File: src/rtl/uart_pkg.sv
// Shared definitions for the UART receive path.
// - rx_state_e : receiver FSM states
// - sample/tick constants for a 16x oversampled bit period
// - maj3       : 2-of-3 majority used for bit recovery
package uart_pkg;

  typedef enum logic [2:0] {
    IDLE,
    START,
    DATA,
    STOP,
    WAIT_IDLE
  } rx_state_e;

  localparam int OVERSAMPLE = 16;
  localparam int SAMPLE_A   = 7;
  localparam int SAMPLE_MID = 8;
  localparam int SAMPLE_B   = 9;
  localparam int LAST_TICK  = 15;

  function automatic logic maj3(input logic a, input logic b, input logic c);
    return (a & b) | (a & c) | (b & c);
  endfunction

endpackage

File: src/rtl/uart_rx_sync.sv
// Two-flop synchroniser for a single asynchronous input.
// Both flops reset to 1 so an idle-high line does not look like activity
// while reset is released.
// Ports:
//   clk   - destination clock
//   reset - asynchronous, active-low reset
//   d     - asynchronous input
//   q     - synchronised output (2 clk latency)
module uart_rx_sync (
  input  logic clk,
  input  logic reset,
  input  logic d,
  output logic q
);

  logic meta;

  // NOTE: sequential state uses non-blocking assignments so every flop
  // samples the pre-edge value of its neighbours.
  always_ff @(posedge clk or negedge reset) begin
    if (!reset) begin
      meta <= 1'b1;
      q    <= 1'b1;
    end else begin
      meta <= d;
      q    <= meta;
    end
  end

endmodule

File: src/rtl/uart_rx.sv
// UART receiver driven by a 16x oversample tick.
// Finds the start edge, recovers each bit by 2-of-3 majority around mid-bit,
// checks the stop bit at its midpoint and offers the word on a valid/ready
// interface.
// Ports:
//   clk        - system clock
//   reset      - asynchronous, active-low reset
//   rx_en      - oversample tick (one tick per clk with rx_en=1)
//   rx         - raw serial line, idle high, asynchronous
//   data_out   - received word, held while data_valid=1
//   data_valid - word available
//   data_ready - consumer accepts the word
//   frame_err  - one-clk pulse: stop bit sampled 0
//   overrun    - one-clk pulse: an unaccepted word was overwritten
//   busy       - receiver is not idle
module uart_rx #(
  parameter int DATA_BITS  = 8,
  parameter int OVERSAMPLE = 16
) (
  input  logic                 clk,
  input  logic                 reset,
  input  logic                 rx_en,
  input  logic                 rx,
  output logic [DATA_BITS-1:0] data_out,
  output logic                 data_valid,
  input  logic                 data_ready,
  output logic                 frame_err,
  output logic                 overrun,
  output logic                 busy
);

  import uart_pkg::*;

  localparam int TW = $clog2(OVERSAMPLE);
  localparam int BW = $clog2(DATA_BITS);

  rx_state_e            state, state_next;
  logic                 rx_s;
  logic [TW-1:0]        tick_cnt;
  logic [BW-1:0]        bit_cnt;
  logic [DATA_BITS-1:0] shreg;
  logic [2:0]           samp;
  logic                 maj_now;
  logic                 maj_bit;
  logic                 load;
  logic                 ferr;

  uart_rx_sync u_sync (
    .clk   (clk),
    .reset (reset),
    .d     (rx),
    .q     (rx_s)
  );

  // At tick 9 the third sample is the live synchronised line; by tick 15
  // all three samples are registered.
  assign maj_now = maj3(samp[0], samp[1], rx_s);
  assign maj_bit = maj3(samp[0], samp[1], samp[2]);
  assign busy    = (state != IDLE);

  always_ff @(posedge clk or negedge reset) begin
    if (!reset) state <= IDLE;
    else        state <= state_next;
  end

  // NOTE: every output of this block gets a default first so no path
  // leaves a signal unassigned and no latch is inferred.
  always_comb begin
    state_next = state;
    load       = 1'b0;
    ferr       = 1'b0;
    if (rx_en) begin
      unique case (state)
        IDLE: begin
          if (!rx_s) state_next = START;
        end
        START: begin
          if (tick_cnt == TW'(SAMPLE_B) && maj_now) state_next = IDLE;
          else if (tick_cnt == TW'(LAST_TICK))      state_next = DATA;
        end
        DATA: begin
          if (tick_cnt == TW'(LAST_TICK) && bit_cnt == BW'(DATA_BITS - 1))
            state_next = STOP;
        end
        STOP: begin
          // Decide at mid-stop so a following start bit is not missed.
          if (tick_cnt == TW'(SAMPLE_B)) begin
            if (maj_now) begin
              load       = 1'b1;
              state_next = IDLE;
            end else begin
              ferr       = 1'b1;
              state_next = WAIT_IDLE;
            end
          end
        end
        WAIT_IDLE: begin
          // Hold off until the line returns high so a break is one error.
          if (rx_s) state_next = IDLE;
        end
        default: state_next = IDLE;
      endcase
    end
  end

  always_ff @(posedge clk or negedge reset) begin
    if (!reset) begin
      tick_cnt <= '0;
      bit_cnt  <= '0;
      shreg    <= '0;
      samp     <= '0;
    end else if (rx_en) begin
      // Detection tick counts as tick 0, so entering START leaves tick_cnt=1.
      if (state_next == IDLE || state_next == WAIT_IDLE) tick_cnt <= '0;
      else                                               tick_cnt <= tick_cnt + TW'(1);

      if (tick_cnt == TW'(SAMPLE_A))   samp[0] <= rx_s;
      if (tick_cnt == TW'(SAMPLE_MID)) samp[1] <= rx_s;
      if (tick_cnt == TW'(SAMPLE_B))   samp[2] <= rx_s;

      if (tick_cnt == TW'(LAST_TICK)) begin
        if (state == START) begin
          bit_cnt <= '0;
        end else if (state == DATA) begin
          shreg   <= {maj_bit, shreg[DATA_BITS-1:1]};
          bit_cnt <= bit_cnt + BW'(1);
        end
      end
    end
  end

  // Output handshake: the clear runs every clk, independent of rx_en.
  always_ff @(posedge clk or negedge reset) begin
    if (!reset) begin
      data_out   <= '0;
      data_valid <= 1'b0;
      frame_err  <= 1'b0;
      overrun    <= 1'b0;
    end else begin
      frame_err <= ferr;
      overrun   <= load & data_valid & ~data_ready;
      if (load) begin
        data_out   <= shreg;
        data_valid <= 1'b1;
      end else if (data_valid && data_ready) begin
        data_valid <= 1'b0;
      end
    end
  end

endmodule

File: config.mk
export PLATFORM = sky130hd
export DESIGN_NAME = uart_rx
export DESIGN_NICKNAME = d
export VERILOG_FILES = /design/src/rtl/uart_pkg.sv /design/src/rtl/uart_rx_sync.sv /design/src/rtl/uart_rx.sv
export SDC_FILE = /design/constraint.sdc
export NUM_CORES = 1
export LEC_CHECK = 0
export BUFFER_PORTS_ARGS = -buffer_cell sky130_fd_sc_hd__buf_2
export CAP_MARGIN = 20
export CORE_MARGIN = 3
export CORE_UTILIZATION = 40
export CTS_CLUSTER_SIZE = 20
export DETAILED_ROUTE_END_ITERATION = 6
export PLACE_DENSITY = 0.59
export SLEW_MARGIN = 15
export SYNTH_ARGS = -nofsm -noshare
export SYNTH_HDL_FRONTEND = slang
export SYNTH_SLANG_ARGS = --single-unit
File: constraint.sdc
create_clock -name clk -period 2.51 [get_ports clk]
set_clock_uncertainty 0.2 [all_clocks]
set_input_delay 0.502 -clock clk [delete_from_list [all_inputs] [get_ports clk]]
set_output_delay 0.502 -clock clk [all_outputs]
set_load 0.01 [all_outputs]
; ---- Word level (Yosys, flattened, before mapping)
; Cells that the tools add are included.
[word_totals]
word_cells = 74
inputBits = 5
ff_bits = 34
[op_classes]
n_mux = 22
bitwise = 13
eq_ne = 10
reduce_logical = 14
n_addsub = 2
[op_table]
columns = op, n
row1 = $mux 3, 10
row2 = $pmux 3 s5, 1
row3 = $eq 4x4->1 const B, 3
row4 = $mux 1, 10
row5 = $eq 3x3->1 const B, 3
row6 = $and 1x1->1, 7
row7 = $eq 3x2->1 const B, 2
row8 = $logic_not 3->1, 2
row9 = $reduce_and 2->1, 3
row10 = $add 4x1->4 const B, 1
row11 = $eq 4x3->1 const B, 1
row12 = $mux 4, 1
row13 = $or 1x1->1, 4
row14 = $reduce_and 4->1, 1
row15 = $reduce_bool 2->1, 2
row16 = $add 3x1->3 const B, 1
row17 = $eq 3x1->1 const B, 1
row18 = $logic_and 1x1->1, 3
row19 = $reduce_and 3->1, 1
row20 = $reduce_bool 3->1, 1
row21 = $not 1->1, 2
row22 = $logic_or 1x1->1, 1

; ---- Logic depth before layout (Yosys ltp)
; Gate-level depths: netlist of run 1.
[logic_depth]
word_depth = 10
depth_mapped = 7

; ---- Cells and area by module
; A second synthesis of run 1 with hierarchy kept.
[hier_totals]
hier_cells = 126
area_unflattened_um2 = 1545.2
[modules_own_cells]
columns = mod, cells_per_inst, n_inst, area_per_inst_um2
row1 = uart_rx, 124, 1, 1492.7
row2 = uart_rx_sync, 2, 1, 52.6

; ---- Worst setup path before layout of run 1
; OpenSTA, ideal clock, no wires.
[synth_path]
path_type = input-to-reg
from = input port rx_en
to = register shreg[0]
path_slack_ps = 527
n_path_buf = 2
setup_time_ps = 128
arrival_time_ps = 1655
stages = 5
cell_sequence = clkbuf_1 nand2_1 nor3b_1 buf_4 mux2_1
[synth_via]
elab_chain_len = 1
[synth_rtl]
columns = item, line_no
row1 = start: declaration, uart_rx.sv:22  ; input logic rx_en,
row2 = $reduce_and 4->1 (no source line), -
row3 = end signal: assignment, uart_rx.sv:125  ; shreg <= {maj_bit, shreg[DATA_BITS-1:1]};
row4 = end: declaration, uart_rx.sv:41  ; logic [DATA_BITS-1:0] shreg;
; Every way passes these cells.
; A chain may end at the register's enable or synchronous reset.

; ---- Worst setup path in the final report of run 1
[layout_path]
from = register tick_cnt[0]
to = register shreg[5]
[layout_via]
elab_chain_len = 2
[layout_rtl]
columns = item, line_no
row1 = start: declaration, uart_rx.sv:39  ; logic [TW-1:0] tick_cnt;
row2 = start signal: assignment, uart_rx.sv:115  ; else tick_cnt <= tick_cnt + TW'(1);
row3 = $eq 4x4->1, uart_rx.sv:121  ; if (tick_cnt == TW'(LAST_TICK)) begin
row4 = $reduce_and 4->1 (no source line), -
; Every way passes these cells.

==> results of run 1 <==
==> cell usage after synthesis (all sizes together) <==
cell / count / area share [%]
a22o: 1 / 0.57
nand2b: 1 / 0.40
o21a: 1 / 0.49
and3: 3 / 1.2
and3b: 1 / 0.57
mux2i: 1 / 0.65
a32o: 1 / 0.65
or3: 3 / 1.5
nand3: 1 / 0.32
a31oi: 1 / 1.4
a211oi: 2 / 1.6
inv: 3 / 0.73
and2b: 1 / 0.49
ha: 5 / 4.0
a21o: 1 / 0.49
or2: 1 / 0.57
nand4b: 3 / 1.7
dfrtp: 32 / 52
a21oi: 3 / 0.97
nor2b: 1 / 0.40
xnor2: 1 / 0.57
o22ai: 1 / 0.40
nor2: 3 / 0.73
mux2: 20 / 15
nand3b: 1 / 0.49
maj3: 2 / 1.3
nor3b: 1 / 0.49
o31ai: 2 / 0.97
o21ai: 4 / 1.3
clkbuf: 2 / 0.49
dfstp: 2 / 3.4
nand4: 2 / 0.81
buf: 3 / 1.5
nor3: 2 / 0.97
nand2: 6 / 1.5
==> worst reg2reg max path, cell delays in order, from the launching register on <==
cell and delay (ns):
dfrtp_1 0.40, ha_1 0.26, and3_1 0.25, nor3b_1 0.23
buf_4 0.24, mux2_1 0.34
==> how the worst max path moves through the flow <==
stage | from | end | slack (ns) | cells after the start
3_3_place_gp | rx_en | data_out[5]$_DFFE_PN0P_ | 0.45 | 5
2_1_floorplan | rx_en | shreg[0]$_DFFE_PN0P_ | 0.53 | 5
6_report | tick_cnt[0]$_DFFE_PN0P_ | shreg[5]$_DFFE_PN0P_ | 0.49 | 5
5_1_grt | tick_cnt[1]$_DFFE_PN0P_ | data_out[1]$_DFFE_PN0P_ | 0.34 | 6
4_1_cts | tick_cnt[0]$_DFFE_PN0P_ | shreg[7]$_DFFE_PN0P_ | 0.47 | 5
3_5_place_dp | rx_en | data_out[5]$_DFFE_PN0P_ | 0.42 | 5
==> kinds of logic after synthesis <==
group	after synthesis	synth area share [%]
xor gates and xnor gates	1	0.566
adders and majority gates	7	5.34
and+or+nand+nor	30	12.1
AOI/OAI and AO/OA	17	8.82
buffers and inverters	8	2.75
muxes	21	15.2
DFF	34	55.2
==> layer usage <==
metal	global-route usage, %	share of wire [%]	vias up
met3	5.09	5.1	6
met5	0	0	-
met4	7.44	2.2	0
met2	21.3	45	19
met1	17.9	47	480
li1	-	-	461
==> sequential cells by signal, summed over array words and instances, names as in the netlist, named ones only <==
register / cells
data_out: 8
frame_err: 1
bit_cnt: 3
data_valid: 1
tick_cnt: 4
samp: 3
u_sync.meta: 1
shreg: 8
state: 2
u_sync.q: 1
overrun: 1
==> report_power, final <==
part / switching [mW] / internal, mW
registers: 0.0806 / 0.614
clock network: 0.185 / 0.196
logic: 0.108 / 0.109
==> final cells by class <==
type	count	area share [%]
sequential	34	48.9
inverter	3	0.646
clock buffer	7	4.38
timing repair buffer	17	5.02
multi-input combinational	76	37.3
clock inverter	1	0.430
tap	46	3.30
==> stage by stage <==
step | hold slack [ns] | instance area (sq um) | std cells
global placement | 0.147 | 1660 | 176
floorplan | 0.00641 | 1550 | 118
detailed placement | 0.153 | 1660 | 176
CTS | 0.100 | 1740 | 184
global route | 0.101 | 1740 | 184
finish | 0.0625 | 1740 | 184
==> out/qor.txt, run 1 <==
STATUS
-------------------------------------------------------------------------------------
Outcome ................................................................ complete, no violations

GLOBAL ROUTE
-------------------------------------------------------------------------------------
Wire length of the first global-routing pass ...........................      4790 um
GRT Total Usage ........................................................        14.2%
GR Overflow Total ......................................................            0
Initial antenna violation count ........................................            0
Pin count of the biggest net entering global routing ...................           35
Via count of the first global-routing pass .............................         1015

DRT
-------------------------------------------------------------------------------------
DRC Markers ............................................................            0
Routed wire length .....................................................      2670 um
Number of detailed-route iterations in the first pass ..................            4
Routed WL per cell .....................................................      14.5 um
Count of routing violations after the opening detailed-route iteration .           31
Number of vias per cell after detailed routing .........................         5.25
Number of vias in the routed layout ....................................          966
Antenna Violating Nets Remaining .......................................            0

LAYOUT
-------------------------------------------------------------------------------------
Sequential cell area ...................................................    853 sq um
Ant diodes .............................................................            0
Number of nets at the end of the flow ..................................          147
Multi-input logic area .................................................    651 sq um
Most common library cell in the layout ignoring fill and taps ..........      dfrtp_1
Fill cells .............................................................          340
Top library cells by usage in the layout, fill and taps aside .......... dfrtp_1, mux2_1, buf_2, nand2_1
Post-route core utilization ............................................        49.5%
Area overhead of the layout relative to synthesis ......................        12.8%
Fraction of layout instances using a drive strength above 1 ............        23.9%

STA
-------------------------------------------------------------------------------------
Setup violations, final ................................................            0
Worst-case setup margin in the final layout ............................     0.490 ns
Post-route setup TNS ...................................................         0 ns
Worst-margin pin slew ..................................................     0.720 ns
Number of hold violations in the final report ..........................            0
Max-slew violation total from the final report .........................            0
Clock period minus worst slack .........................................      2.02 ns
Setup repair after global routing missed its margin ....................           no
Fmax ...................................................................      495 MHz
Worst slew slack as a fraction of its limit ............................        52.0%
Final worst path period share ..........................................        80.5%

LOGIC SYNTHESIS
-------------------------------------------------------------------------------------
Synth cell types .......................................................           42
Syn avg cell area ......................................................   13.1 sq um
Post-synth net total ...................................................          128
Register bit total from synthesis ......................................           34
Synthesis Warnings .....................................................            0
Cell area after technology mapping .....................................   1550 sq um
Post-synthesis instance total ..........................................          118
Sequential element share of the synthesized area .......................        55.2%

CLOCKING
-------------------------------------------------------------------------------------
Clock H-tree levels ....................................................            2
CTS tree ...............................................................        built
Clock sink count .......................................................           34
Worst-Skew Late Latency ................................................      0.28 ns
Post-CTS setup buffer count ............................................            0
Clock buffer depth .....................................................            2
Number of resized instances in the post-cts repair step ................            0
Reg clk slew, reported paths ...........................................      0.07 ns
Total clock buffers created by CTS .....................................            5
CTS root buffer ........................................................     clkbuf_8
Number of buffers added to fix hold violations after cts ...............            0

CRITICAL PATH
-------------------------------------------------------------------------------------
Crit Path Max Fanout ...................................................           11
Arrival time of data at the critical path endpoint .....................      1.99 ns
Kind of cell with the highest combined delay on the critical path ...... simple AND/OR/NAND/NOR gates
Standard cell with the maximum stage delay on the critical path ........      dfrtp_1
Setup CP Type ..........................................................   reg -> reg
Critical Path, Cell by Cell ............................................ ha_1 > and3_1 > nor3b_1 > buf_4 > mux2_1
R2R cell count .........................................................            5
Type of element launching the critical path ............................    flip-flop
Crit path required time ................................................      2.48 ns
Crit Reg-Reg Startpoint ................................................ tick_cnt[0]$_DFFE_PN0P_
Combined buffer and inverter count along the critical path .............            1
Critical path endpoint category ........................................    flip-flop
Reg2Reg Capture Point .................................................. shreg[5]$_DFFE_PN0P_
Max stage delay on crit path ...........................................      0.40 ns
Worst-case register-to-register setup slack ............................      0.49 ns

POWER
-------------------------------------------------------------------------------------
Total power ............................................................      1.29 mW
PD cells ...............................................................  741 nW/um^2
Leakage dissipation ....................................................     0.885 nW
Maximum ir drop on the vdd rail ........................................     0.398 mV

DIE
-------------------------------------------------------------------------------------
Floorplan core area ....................................................   3520 sq um
Std cell rows ..........................................................           21
Die footprint ..........................................................   4650 sq um
Top-level I/O count ....................................................           17
Die width ..............................................................      68.2 um
Effective utilization at floorplan .....................................        43.9%
Height of the die ......................................................      68.2 um

PLACED DESIGN
-------------------------------------------------------------------------------------
Number of port buffers .................................................           16
Post-DP HPWL ...........................................................      1870 um
Worst setup slack before clock tree synthesis ..........................     0.421 ns
RePlAce Congestion .....................................................        0.771

MIN PATH
-------------------------------------------------------------------------------------
Class of the tightest hold or removal check ............................  in -> async

RUN
-------------------------------------------------------------------------------------
Max-Cap Viols ..........................................................            0

Power figures use the tool's default switching activity.
==> inputs of run 2 (changes only) <==
- PLACE_DENSITY: 0.59 -> 0.61
- clock period: 2.51 -> 1.8 ns (I/O delays scaled with it)
==> run 2 against run 1 <==
Effect of this change:
- the run now ends with negative setup slack left
- cell count up 18%
- worst setup slack lost 0.59 ns
- utilization grew 14 points
- global-route usage increased by 2.9 points
==> out/qor.txt, run 2 (synthesis gave the netlist of run 1 again) <==
CRITICAL PATH
-------------------------------------------------------------------------------------
Kind of cell with the highest combined delay on the critical path ...... simple AND/OR/NAND/NOR gates   unchanged
Setup CP Type ..........................................................   reg -> reg   unchanged
R2R cell count .........................................................            5   unchanged
Worst-case register-to-register setup slack ............................     -0.10 ns   was 0.49 ns
Standard cell with the maximum stage delay on the critical path ........      dfrtp_1   unchanged
Destination of the critical timing path ................................ shreg[0]$_DFFE_PN0P_   was shreg[5]$_DFFE_PN0P_
Combined buffer and inverter count along the critical path .............            1   unchanged
Critical Path, Cell by Cell ............................................ and2b_2 > nand2_2 > nor3b_4 > buf_6 > mux2_4   was ha_1 > and3_1 > nor3b_1 > buf_4 > mux2_1
Critical path endpoint category ........................................    flip-flop   unchanged
Reg2Reg Capture Point .................................................. shreg[0]$_DFFE_PN0P_   was shreg[5]$_DFFE_PN0P_
Crit Path Max Fanout ...................................................            6   was 11
Arrival time of data at the critical path endpoint .....................      1.87 ns   was 1.99 ns
Critical path depth in cells ...........................................            5   unchanged
Crit path required time ................................................      1.77 ns   was 2.48 ns
Max stage delay on crit path ...........................................      0.44 ns   was 0.40 ns
Type of element launching the critical path ............................    flip-flop   unchanged

GLOBAL ROUTE
-------------------------------------------------------------------------------------
Initial antenna violation count ........................................            0   unchanged
Pin count of the biggest net entering global routing ...................           19   was 35
GR Overflow Total ......................................................            0   unchanged
Via count of the first global-routing pass .............................         1211   was 1015
Wire length of the first global-routing pass ...........................      5780 um   was 4790 um
GRT Total Usage ........................................................        17.1%   was 14.2%

CLOCKING
-------------------------------------------------------------------------------------
Reg clk slew, reported paths ...........................................      0.07 ns   about the same
Clock buffer depth .....................................................            2   unchanged
Total clock buffers created by CTS .....................................            5   unchanged
Clock H-tree levels ....................................................            2   unchanged
Worst-Skew Late Latency ................................................      0.28 ns   about the same
CTS root buffer ........................................................     clkbuf_8   unchanged
Clock sink count .......................................................           34   unchanged
CTS tree ...............................................................        built   unchanged

LAYOUT
-------------------------------------------------------------------------------------
Fraction of layout instances using a drive strength above 1 ............        58.1%   was 23.9%
Ant diodes .............................................................            0   unchanged
Area overhead of the layout relative to synthesis ......................        45.1%   was 12.8%
Most common library cell in the layout ignoring fill and taps ..........      dfrtp_1   unchanged
Finished Cell Area .....................................................   2240 sq um   was 1740 sq um
Number of nets at the end of the flow ..................................          181   was 147
Registers with the most flip-flops ..................................... data_out (8), shreg (8), tick_cnt (4)   unchanged
Top library cells by usage in the layout, fill and taps aside .......... dfrtp_1, buf_4, buf_2, mux2_4   was dfrtp_1, mux2_1, buf_2, nand2_1

PLACED DESIGN
-------------------------------------------------------------------------------------
RePlAce Congestion .....................................................        0.876   was 0.771
Worst setup slack before clock tree synthesis ..........................    -0.122 ns   was 0.421 ns
Number of port buffers .................................................           16   unchanged
Cell area after placement ..............................................   1840 sq um   was 1660 sq um
Post-DP HPWL ...........................................................      2170 um   was 1870 um

DIE
-------------------------------------------------------------------------------------
Effective utilization at floorplan .....................................        43.9%   unchanged
Die width ..............................................................      68.2 um   unchanged
Floorplan core area ....................................................   3520 sq um   unchanged
Height of the die ......................................................      68.2 um   unchanged
Std cell rows ..........................................................           21   unchanged
Die footprint ..........................................................   4650 sq um   unchanged
Top-level I/O count ....................................................           17   unchanged

DRT
-------------------------------------------------------------------------------------
Number of detailed-route iterations in the first pass ..................            4   unchanged
Routed wire length .....................................................      3480 um   was 2670 um
Count of routing violations after the opening detailed-route iteration .           33   was 31
Number of vias in the routed layout ....................................         1136   was 966
Number of vias per cell after detailed routing .........................         5.21   was 5.25
Routed WL per cell .....................................................      15.9 um   was 14.5 um
Length of routed met3 wiring ...........................................       122 um   was 137 um
Antenna Violating Nets Remaining .......................................            0   unchanged
Met2 WL ................................................................      1690 um   was 1200 um
Top Layer Used .........................................................         met4   unchanged
DRC Markers ............................................................            0   unchanged
Met1 routed wirelength after detailed routing ..........................      1590 um   was 1270 um

STA
-------------------------------------------------------------------------------------
Number of hold violations in the final report ..........................            0   unchanged
Max-slew violation total from the final report .........................            0   unchanged
Fmax ...................................................................      525 MHz   was 495 MHz
Worst-margin pin slew ..................................................     0.397 ns   was 0.720 ns
Clock period minus worst slack .........................................      1.90 ns   was 2.02 ns
Worst-case setup margin in the final layout ............................    -0.105 ns   was 0.490 ns
Setup repair after global routing missed its margin ....................          yes   was no
Final worst path period share ..........................................         106%   was 80.5%
Worst slew slack as a fraction of its limit ............................        73.5%   was 52.0%
Setup violations, final ................................................           26   was 0

POWER
-------------------------------------------------------------------------------------
Leakage dissipation ....................................................      1.10 nW   was 0.885 nW
Internal Dissipation ...................................................      1.56 mW   was 0.919 mW
Total power ............................................................      2.19 mW   was 1.29 mW
Switching power as a share of total power ..............................        28.9%   about the same
Sequential share of power ..............................................        44.0%   was 53.7%
Net switching power of the design ......................................     0.634 mW   was 0.374 mW
PD cells ...............................................................  978 nW/um^2   was 741 nW/um^2
Clock power frac .......................................................        31.8%   was 29.5%
Combinational fraction of design power .................................        24.3%   was 16.8%
Maximum ir drop on the vdd rail ........................................     0.504 mV   was 0.398 mV

MIN PATH
-------------------------------------------------------------------------------------
Class of the tightest hold or removal check ............................   reg -> reg   was in -> async

STATUS
-------------------------------------------------------------------------------------
Outcome ................................................................ complete, but fails checks   was complete, no violations
Violations in the final reports ........................................ negative setup slack

RUN
-------------------------------------------------------------------------------------
Max-Cap Viols ..........................................................            0   unchanged

-- run 2: cell count changes in the layout (fill, tap and decap cells not counted), sizes merged --
cell,change
buf,+31
dlygate4sd3,+2
bufinv,+1
clkbuf,-1
clkinvlp,+1
-- run 2: worst min-delay path by stage --
stage,startpoint,end,depth (start not counted)
after floorplan,reset,asynchronous set/reset pin,0
after CTS,data_ready,overrun$_DFF_PN0_,3
after detailed placement,reset,data_out[2]$_DFFE_PN0P_,1
after global placement,reset,data_out[2]$_DFFE_PN0P_,1
after global routing,u_sync.meta$_DFF_PN1_,u_sync.q$_DFF_PN1_,0
final,u_sync.meta$_DFF_PN1_,u_sync.q$_DFF_PN1_,0
-- run 2: per-layer routing --
metal,up-vias,track usage (%)
li1,529,-
met1,572,21.2
met2,26,28.2
met3,9,3.78
met4,0,8.19
met5,-,0
-- run 2: through the flow --
| step | std cells | TNS [ns] | util (%) | hold WS, ns |
|---|---|---|---|---|
| 4_1_cts | 213 | -0.955 | 60.3 | 0.131 |
| 5_1_grt | 218 | -4.10 | 63.7 | 0.165 |
| 3_5_place_dp | 196 | -1.13 | 52.3 | 0.107 |
| 6_report | 218 | -1.85 | 63.7 | 0.157 |
| 2_1_floorplan | 118 | 0 | - | -0.136 |
| 3_3_place_gp | 196 | -1.08 | 52.3 | 0.0998 |
-- run 2: power groups by stage --
stage | sequential [mW] | combinational [mW] | clock, mW
6_report | 0.964 | 0.532 | 0.697
5_1_grt | 0.981 | 0.585 | 0.764
4_1_cts | 0.958 | 0.499 | 0.715
3_5_place_dp | 0.971 | 0.442 | 0
3_3_place_gp | 0.963 | 0.433 | 0
2_1_floorplan | 0.923 | 0.302 | 0
-- run 2: repair_timing --
item / CTS / global route
pin swaps: 12 / 2
buffers inserted: 6 / 4
hold buffers: 2 / 0
cloned: 1 / 1
resized for setup: 24 / 19
endpoints found under the setup margin: 24 / 29
hold endpoints to repair: 17 / 0
-- run 2: cell type report --
type                       count  area, sq um
fill                         277         1280
sequential                    34          855
multi-input combinational     76          798
timing repair buffer          51          408
clock buffer                   5         68.8
tap                           46         57.6
clock inverter                 3         45.0
inverter                       3         11.3
-- run 2: worst register-to-register path, delay by kind of cell (launching register included) --
kind                   cells  cell delay, ns
multiplexers               1            0.31
flip-flops                 1            0.44
buffers and inverters      1            0.19
AND/OR/NAND/NOR            3            0.65
